### config.mk
export PLATFORM = sky130hd
export DESIGN_NAME = if_fetch_queue
export DESIGN_NICKNAME = d
export VERILOG_FILES = /design/src/rtl/if_fetch_queue.sv
export SDC_FILE = /design/constraint.sdc
export NUM_CORES = 1
export LEC_CHECK = 0
export CELL_PAD_IN_SITES_DETAIL_PLACEMENT = 1
export CELL_PAD_IN_SITES_GLOBAL_PLACEMENT = 1
export CORE_MARGIN = 10
export CORE_UTILIZATION = 45
export DETAILED_ROUTE_END_ITERATION = 8
export GPL_ROUTABILITY_DRIVEN = 0
export PLACE_DENSITY_LB_ADDON = 0.1
export SLEW_MARGIN = 20
export SYNTH_ARGS = -nofsm -noshare
export SYNTH_HDL_FRONTEND = slang
export SYNTH_SLANG_ARGS = --single-unit
### constraint.sdc
create_clock -name clk -period 6.3 [get_ports clk]
set_clock_uncertainty 0.2 [all_clocks]
set_input_delay 1.89 -clock clk [delete_from_list [all_inputs] [get_ports clk]]
set_output_delay 1.89 -clock clk [all_outputs]
set_load 0.02 [all_outputs]
### src/rtl/if_fetch_queue.sv
// Instruction-fetch front end: generates the fetch PC, issues pipelined in-order
// requests and buffers returned instructions in a DEPTH-entry queue for decode.
module if_fetch_queue #(
    parameter int               WIDTH      = 32,
    parameter int               DEPTH      = 4,
    parameter int               MAX_OUT    = 2,
    parameter logic [WIDTH-1:0] RESET_PC   = 32'hbfc0_0000,
    parameter logic [WIDTH-1:0] EXC_VEC    = 32'hbfc0_0380,
    parameter logic [WIDTH-1:0] REFILL_VEC = 32'hbfc0_0200
) (
    input  logic                     clk,
    input  logic                     rst,
    input  logic                     exc_valid,
    input  logic                     exc_refill,
    input  logic                     redirect_valid,
    input  logic [WIDTH-1:0]         redirect_pc,
    output logic                     mem_req,
    output logic [WIDTH-1:0]         mem_addr,
    input  logic                     mem_addr_ok,
    input  logic                     mem_data_ok,
    input  logic [31:0]              mem_rdata,
    output logic                     deq_valid,
    input  logic                     deq_ready,
    output logic [WIDTH-1:0]         deq_pc,
    output logic [31:0]              deq_instr,
    output logic                     deq_adel,
    output logic [$clog2(DEPTH):0]   level
);

    localparam int PW = $clog2(DEPTH);
    localparam int LW = PW + 1;

    logic [WIDTH-1:0] fetch_pc;
    logic [WIDTH-1:0] resp_pc;
    logic [LW-1:0]    out_cnt;
    logic [LW-1:0]    drop_cnt;
    logic [LW-1:0]    count;
    logic [PW-1:0]    rd_ptr;
    logic [PW-1:0]    wr_ptr;
    logic             stopped;

    logic [WIDTH-1:0] q_pc    [DEPTH];
    logic [31:0]      q_instr [DEPTH];
    logic [DEPTH-1:0] q_adel;

    logic             flush;
    logic [WIDTH-1:0] flush_pc;
    logic [LW:0]      reserved;
    logic             accept;
    logic             resp;
    logic             resp_keep;
    logic             adel_enq;
    logic             enq;
    logic             deq;
    logic [WIDTH-1:0] enq_pc;
    logic [31:0]      enq_instr;
    logic             enq_adel;

    assign flush = exc_valid | redirect_valid;

    always_comb begin
        flush_pc = redirect_pc;
        if (exc_valid) begin
            flush_pc = exc_refill ? REFILL_VEC : EXC_VEC;
        end
    end

    // Slots already promised to kept in-flight responses count as occupied,
    // so a kept response always finds room in the queue.
    assign reserved = {1'b0, count} + {1'b0, out_cnt} - {1'b0, drop_cnt};

    assign mem_req = ~rst & ~flush & ~stopped
                   & (fetch_pc[1:0] == 2'b00)
                   & (out_cnt < LW'(MAX_OUT))
                   & (reserved < (LW+1)'(DEPTH));
    assign mem_addr = fetch_pc;
    assign accept   = mem_req & mem_addr_ok;

    // A response with nothing outstanding (e.g. a pre-reset request) is ignored.
    assign resp      = mem_data_ok & (out_cnt != '0);
    assign resp_keep = resp & (drop_cnt == '0);

    // Address-error entry goes in only after every kept response has landed,
    // which keeps queue order equal to program order.
    assign adel_enq = ~stopped & (fetch_pc[1:0] != 2'b00)
                    & (out_cnt == drop_cnt) & (count < LW'(DEPTH));

    assign enq       = ~flush & (resp_keep | adel_enq);
    assign deq       = ~flush & deq_valid & deq_ready;
    assign enq_pc    = resp_keep ? resp_pc : fetch_pc;
    assign enq_instr = resp_keep ? mem_rdata : 32'h0;
    assign enq_adel  = ~resp_keep;

    always_ff @(posedge clk) begin
        if (rst) begin
            fetch_pc <= RESET_PC;
            resp_pc  <= RESET_PC;
            out_cnt  <= '0;
            drop_cnt <= '0;
            stopped  <= 1'b0;
            count    <= '0;
            rd_ptr   <= '0;
            wr_ptr   <= '0;
        end else begin
            out_cnt <= out_cnt + LW'(accept) - LW'(resp);
            if (flush) begin
                fetch_pc <= flush_pc;
                resp_pc  <= flush_pc;
                drop_cnt <= out_cnt - LW'(resp);
                stopped  <= 1'b0;
                count    <= '0;
                rd_ptr   <= '0;
                wr_ptr   <= '0;
            end else begin
                if (accept) begin
                    fetch_pc <= fetch_pc + WIDTH'(4);
                end
                if (resp && (drop_cnt != '0)) begin
                    drop_cnt <= drop_cnt - LW'(1);
                end
                if (resp_keep) begin
                    resp_pc <= resp_pc + WIDTH'(4);
                end
                if (adel_enq) begin
                    stopped <= 1'b1;
                end
                if (enq) begin
                    wr_ptr <= wr_ptr + PW'(1);
                end
                if (deq) begin
                    rd_ptr <= rd_ptr + PW'(1);
                end
                count <= count + LW'(enq) - LW'(deq);
            end
        end
    end

    always_ff @(posedge clk) begin
        if (enq) begin
            q_pc[wr_ptr]    <= enq_pc;
            q_instr[wr_ptr] <= enq_instr;
            q_adel[wr_ptr]  <= enq_adel;
        end
    end

    assign deq_valid = (count != '0);
    assign deq_pc    = q_pc[rd_ptr];
    assign deq_instr = q_instr[rd_ptr];
    assign deq_adel  = q_adel[rd_ptr];
    assign level     = count;

endmodule

After elaboration in Yosys (flattened, before gate mapping). Memory sizes are Yosys's and may differ from the RTL's. A register that Yosys moved wholly into a read port is not among the register bits. Index checks and enable logic that the tools add are counted.

Register bits: 82. Latch bits: 0. Memory bits (writable): 256. ROM bits: 0. Bits of input ports: 72. Output and inout bits: 102. Logic and storage cells: 83. Memories: 2.

Add/sub/neg operators: 12. Multipliers: 0. Div/mod/pow operators: 0. Order comparisons: 6. Equal/unequal tests: 1. Shift operators: 0. Mux-type cells: 21. Bitwise logic cells: 20. Reduce and logical (&&, ||, !) cells: 12.

Memory list: q_instr (depth 4, bits a word 32, read ports 1, clocked after memory_dff 1, write ports 1, line 43) `logic [31:0] q_instr [DEPTH];`; q_pc (depth 4, bits a word 32, read ports 1, clocked after memory_dff 1, write ports 1, line 42) `logic [WIDTH-1:0] q_pc [DEPTH];`.

Operators with widths (number): 32-bit 2-to-1 mux (7); 32-bit by 3-bit adder with 32-bit output (second input constant) (2); 1-bit AND (14); 9-bit 2-to-1 mux (1); 3-bit nonzero test (3); 3-bit by 1-bit subtractor with 3-bit output (3); 2-bit 2-to-1 mux (4); 2-bit nonzero test (4); 3-bit by 1-bit adder with 3-bit output (2); 2-bit by 3-bit < comparator with 1-bit output (second input constant) (2); 3-bit 2-to-1 mux (2); 2-bit by 1-bit adder with 2-bit output (second input constant) (2); 3-bit by 3-bit adder with 4-bit output (1); 4-bit bitwise mux (1); 4-bit by 3-bit < comparator with 1-bit output (second input constant) (1); 1-bit 2-to-1 mux (4); 1-bit inverter (4); 4-bit by 3-bit subtractor with 4-bit output (1); 3-bit == test (1); 3-bit zero test (1); 3-bit by 2-bit < comparator with 1-bit output (second input constant) (1); 3-bit < comparator (second input constant) (1); 3-bit by 1-bit subtractor with 3-bit output (second input constant) (1); 1-bit binary-select mux with 2-bit select (1); other kinds (6) (8).

Logic depth before layout (Yosys ltp).
Depth in word-level cells: 10. Mapped depth: 15. Gate-level depth less buffers: 14.

Worst setup path before layout. Ideal clock, no wire load.

Kind: input-to-reg. From: input port exc_valid. To: register q_adel[1], enable pin. Setup time: 0.430 ns. Data arrival time: 4.431 ns. Data required time: 5.670 ns. Setup slack: 1.239 ns. Cell stages on the path: 5. Path buffers: 3. Cell sequence: clkbuf_1 -> nor2_1 -> clkbuf_1 -> clkbuf_1 -> and3_1.

Word-level cells in the longest chain between the ends: 3.

Ends and longest elaborated chain: start, declared (line 13) `input logic exc_valid,`; 1-bit bitwise OR (line 59) `assign flush = exc_valid | redirect_valid;`; 1-bit inverter (line 88) `assign enq = ~flush & (resp_keep | adel_enq);`; 1-bit AND (line 88); end signal, assigned by index (line 142) `q_adel[wr_ptr] <= enq_adel;`; end, declared (line 44) `logic [DEPTH-1:0] q_adel;`.

No other way between the ends. A chain may end at the register's enable or synchronous reset.

Worst setup path in the final report.
From: register count[1], in the netlist level[1]. To: output port mem_req.

Word-level cells in the longest chain between the ends: 4.

Ends and longest elaborated chain: start, declared (line 37) `logic [LW-1:0] count;`; start signal, assigned (line 133) `count <= count + LW'(enq) - LW'(deq);`; 3-bit by 3-bit adder with 4-bit output (line 70) `assign reserved = {1'b0, count} + {1'b0, out_cnt} - {1'b0, drop_cnt};`; 4-bit by 3-bit subtractor with 4-bit output (line 70); 4-bit by 3-bit < comparator with 1-bit output (line 75) `& (reserved < (LW+1)'(DEPTH));`; 1-bit AND (line 75); end, declared (line 17) `output logic mem_req,`.

No other way between the ends.

==> results by stage <==
Status:
- The flow ran to the end, and the final reports show no timing, DRC or antenna violations.

Timing:
- The maximum frequency from static timing analysis is 174 MHz.
- The number of hold violations in the final report is 0.
- The final count of negative-setup-slack endpoints is 0.
- At the pin with the least slew margin, the transition time is 1.01 ns.
- The worst slew margin relative to its limit is 0.329.
- The final max-slew violation count is 0.
- The time the final worst path needs with I/O delays and setup is around 5.8 ns.
- Setup repair after global routing left no endpoint under its margin.
- The total negative slack is 0 ns.
- The post-route fraction of the period consumed by the critical path is 0.914.

Final layout:
- Of the cells placed in the final design, the portion with a size suffix greater than 1 is 0.125.
- The total inserted antenna cells is 0.
- In the final design database the tool counted 1,351 nets.
- Compared with the post-synthesis result, the final layout area differs by 23.1%.
- The filler cells instantiated in the layout total about 3,200.
- The multi-input logic area is ~5000 um^2.
- The area taken by flip-flops and latches is 9370 um^2.
- The final non-filler cell area is between 15,000 and 20,000 um^2.

Floorplanning:
- During I/O placement, the number of pins put on the boundary was approximately 170.
- The effective utilization at floorplan is 0.454.
- The floorplan die height is approximately 200 um.
- The row count is 66.
- The floorplan die width is 201 um.
- The core region is 32,500 um^2.
- The floorplan die area is around 40,000 um^2.

Synth:
- The number of nets in the synthesized netlist is ~1,200.
- After technology mapping, the gate count stands at ~1,100.
- The count of different cell masters after synthesis is 70.
- The number of storage elements in the synthesis netlist is 338.
- Of all flip-flops after synthesis, the portion carrying an async set or reset was 0.
- The number of enable-type register cells in the synthesized netlist is 260.
- The library cell with the largest summed area after synthesis is sky130_fd_sc_hd__edfxtp_1.
- The most common flop cell mapped by yosys is sky130_fd_sc_hd__edfxtp_1.
- The portion of synthesized cell area occupied by the leading cell type is 0.530.
- The post-synthesis instance area is about 15,000 um^2.
- By instance count, the leading cell after synthesis is sky130_fd_sc_hd__edfxtp_1.
- The share of the Yosys chip area taken by registers is 0.636.
- By area the synthesized netlist is led by sky130_fd_sc_hd__edfxtp_1 53%, sky130_fd_sc_hd__dfxtp_1 11%, sky130_fd_sc_hd__mux4_2 9.9%, sky130_fd_sc_hd__nand2_1 3.7%, sky130_fd_sc_hd__a21oi_1 2.2%.
- A synthesized cell averages around 14 um^2.
- The total of warnings raised by yosys is 0.
- Counting instances in the post-synthesis netlist gives the leading cell types as 260 x sky130_fd_sc_hd__edfxtp_1, 145 x sky130_fd_sc_hd__nand2_1, 78 x sky130_fd_sc_hd__dfxtp_1, 65 x sky130_fd_sc_hd__a21oi_1, 65 x sky130_fd_sc_hd__mux4_2.

Worst hold path:
- For hold timing, the worst endpoint is stopped.
- The worst hold path passes through 2 cells.
- The worst min-delay path category is flip-flop to flip-flop.
- The startpoint identified for the worst hold timing path is stopped.

Setup path:
- The depth of the most critical reg-to-reg path is 13.
- The category of cells accounting for the largest share of critical-path delay is simple AND/OR/NAND/NOR gates.
- The endpoint identified for the worst register-to-register timing path is out_cnt[1].
- Data on the critical path arrives at its endpoint at ~3.7 ns.
- The worst-path cell with the longest stage delay is sky130_fd_sc_hd__nor4_1.
- The critical path data required time is 4.21 ns.
- In this run the worst path has a maximum fanout of 6.
- In this run the number of cells on the critical path is 9.
- The path type of the worst setup path is flip-flop to output port.
- The critical path goes through inv_1, fa_1, inv_1, ha_1, and4b_1, nor4_1, nor2_1, and3_1, clkdlybuf4s50_1.
- The startpoint of the worst register-to-register path is level[1].
- The type of element capturing the critical path is an output port.
- In this design, the stage delay of the slowest critical-path cell is around 0.56 ns.
- STA classifies the critical path startpoint as a flip-flop.
- The reg-to-reg setup timing slack is roughly 2.4 ns.
- Counting stages on the worst path, the most repeated cell is sky130_fd_sc_hd__inv_1.
- The number of buffers and inverters on the critical path is 3.

Drt:
- The final layout contains routed wiring with a total length of ~42 mm.
- For this run, design rule violations remaining after detail routing come to 0.
- The number of DRC markers in iteration 0 is approximately 700.
- The routed layout has about 10,000 vias.
- The detailed-routing iteration count for the pre-antenna-repair pass is 5.
- The vias per cell is around 5.7.
- In the final routed layout, each cell accounts on average for between 20 and 25 um.
- The post-route antenna net violation count is 0.

CTS:
- Clock latency on the worst-skew pair, taken at its later pin, is about 0.51 ns.
- The clock-pin slew on the worst setup and hold paths is approximately 0.06 ns.
- The buffers inserted during post-CTS setup optimization is 0.
- The post-cts resize count is 0.
- The number of H-tree levels is 2.
- The CTS root buffer is sky130_fd_sc_hd__clkbuf_16.
- The CTS buffer count is 37.
- The count of clock tree sinks is 338.
- The CTS tree is yes.
- No sink is reached through more buffers than the 3 on the longest clock path.
- The number of buffers inserted for hold repair after clock tree synthesis is 0.

Place:
- Once detailed placement completed, the half-perimeter wirelength came to 27.8 mm.
- During placement, the flow inserted port buffers numbering roughly 170.
- The placed standard-cell area is approximately 17,000 um^2.

Global route:
- The global router's overall resource usage is 0.200.
- The initial antenna violation count came to 0.
- The total overflow reported by the global router is 0.
- The first global-routing pass estimated between 60 and 70 mm of wire.
- The number of global-route vias before repair is ~10,000.
- The largest net degree at the start of global routing is between 60 and 70.

Flow run:
- The reported max-cap violation count is 0.

Power and ir drop:
- In this run the static leakage power is 6.10 nW.
- The power per unit of standard cell area is about 300 nW/um^2.
- The peak ir drop on the vdd network is approximately 0.21 mV.
[flip-flops by register name (all words and copies together) (netlist names), named ones only]
signal,cells
stopped,1
q_adel,4
resp_pc,31
wr_ptr,2
drop_cnt,3
mem_addr,31
q_pc,128
rd_ptr,2
q_instr,128
level,3
out_cnt,3
[stage by stage]
step           worst slack [ns]  total power, mW  instances  hold slack [ns]  utilization
6_report                  0.542             5.53       1725            0.308        0.559
5_1_grt                   0.388             5.77       1725            0.346        0.559
4_1_cts                   0.513             5.59       1725            0.312        0.559
3_5_place_dp              0.832             3.52       1660            0.294        0.524
3_3_place_gp              0.806             3.49       1660            0.289        0.524
2_1_floorplan              1.24             3.17       1090            0.256            -
[report_power, final]
group	switching [mW]	leakage [nW]	internal (mW)	total, mW
logic	0.546	2.51	0.329	0.876
registers	0.0523	3.03	2.54	2.59
clock network	0.848	0.560	1.22	2.06
[layer usage]
layer	vias up	global-route usage	part of all wire
li1	4526	-	-
met1	5045	0.261	0.43
met2	265	0.341	0.50
met3	52	0.0329	0.046
met4	0	0.0514	0.020
met5	-	0	0
[kinds of logic (layout without fill, tap and decap cells)]
group | Yosys count | count (layout) | synth area share
AOI/OAI and AO/OA | 186 | 186 | 0.0807
xor gates and xnor gates | 18 | 18 | 0.0107
adders and majority gates | 22 | 22 | 0.0207
buffers and inverters | 85 | 278 | 0.0230
DFF | 338 | 338 | 0.636
muxes | 70 | 70 | 0.103
and+or+nand+nor | 371 | 371 | 0.126
[how the worst max path moves through the flow]
stage	from	slack, ns	to
floorplan	exc_valid	1.24	q_adel[1]
global placement	exc_valid	0.81	mem_req
detailed placement	exc_valid	0.83	mem_req
CTS	level[1]	0.51	mem_req
global route	level[1]	0.39	mem_req
finish	level[1]	0.54	mem_req
[tightest hold or removal path, cell delays in order, from the launching register on]
cell	delay, ns
sky130_fd_sc_hd__dfxtp_1	0.35
sky130_fd_sc_hd__nor2_1	0.06
sky130_fd_sc_hd__nor2_1	0.07
[cell usage in the layout (no fill, tap or decap), types with 21 or more instances in the layout]
master                            netlist  routed
sky130_fd_sc_hd__clkbuf_16              0      37
sky130_fd_sc_hd__nor2_1                47      44
sky130_fd_sc_hd__a21oi_1               65      65
sky130_fd_sc_hd__edfxtp_1             260     260
sky130_fd_sc_hd__nand2_1              145     145
sky130_fd_sc_hd__dfxtp_1               78      76
sky130_fd_sc_hd__o21ai_0               34      34
sky130_fd_sc_hd__a211oi_1              21      21
sky130_fd_sc_hd__clkdlybuf4s50_1        0     172
sky130_fd_sc_hd__and2_1                41      41
sky130_fd_sc_hd__nor3_1                25      25
sky130_fd_sc_hd__nand3_1               27      27
sky130_fd_sc_hd__mux4_2                65      65
[layout make-up]
class                      count  area share
sequential                   338       0.517
timing repair buffer         192       0.106
clock inverter                20      0.0100
clock buffer                  45      0.0532
tap                          442      0.0305
multi-input combinational    667       0.279
inverter                      21     0.00434
(Power assumes the default switching activity.)
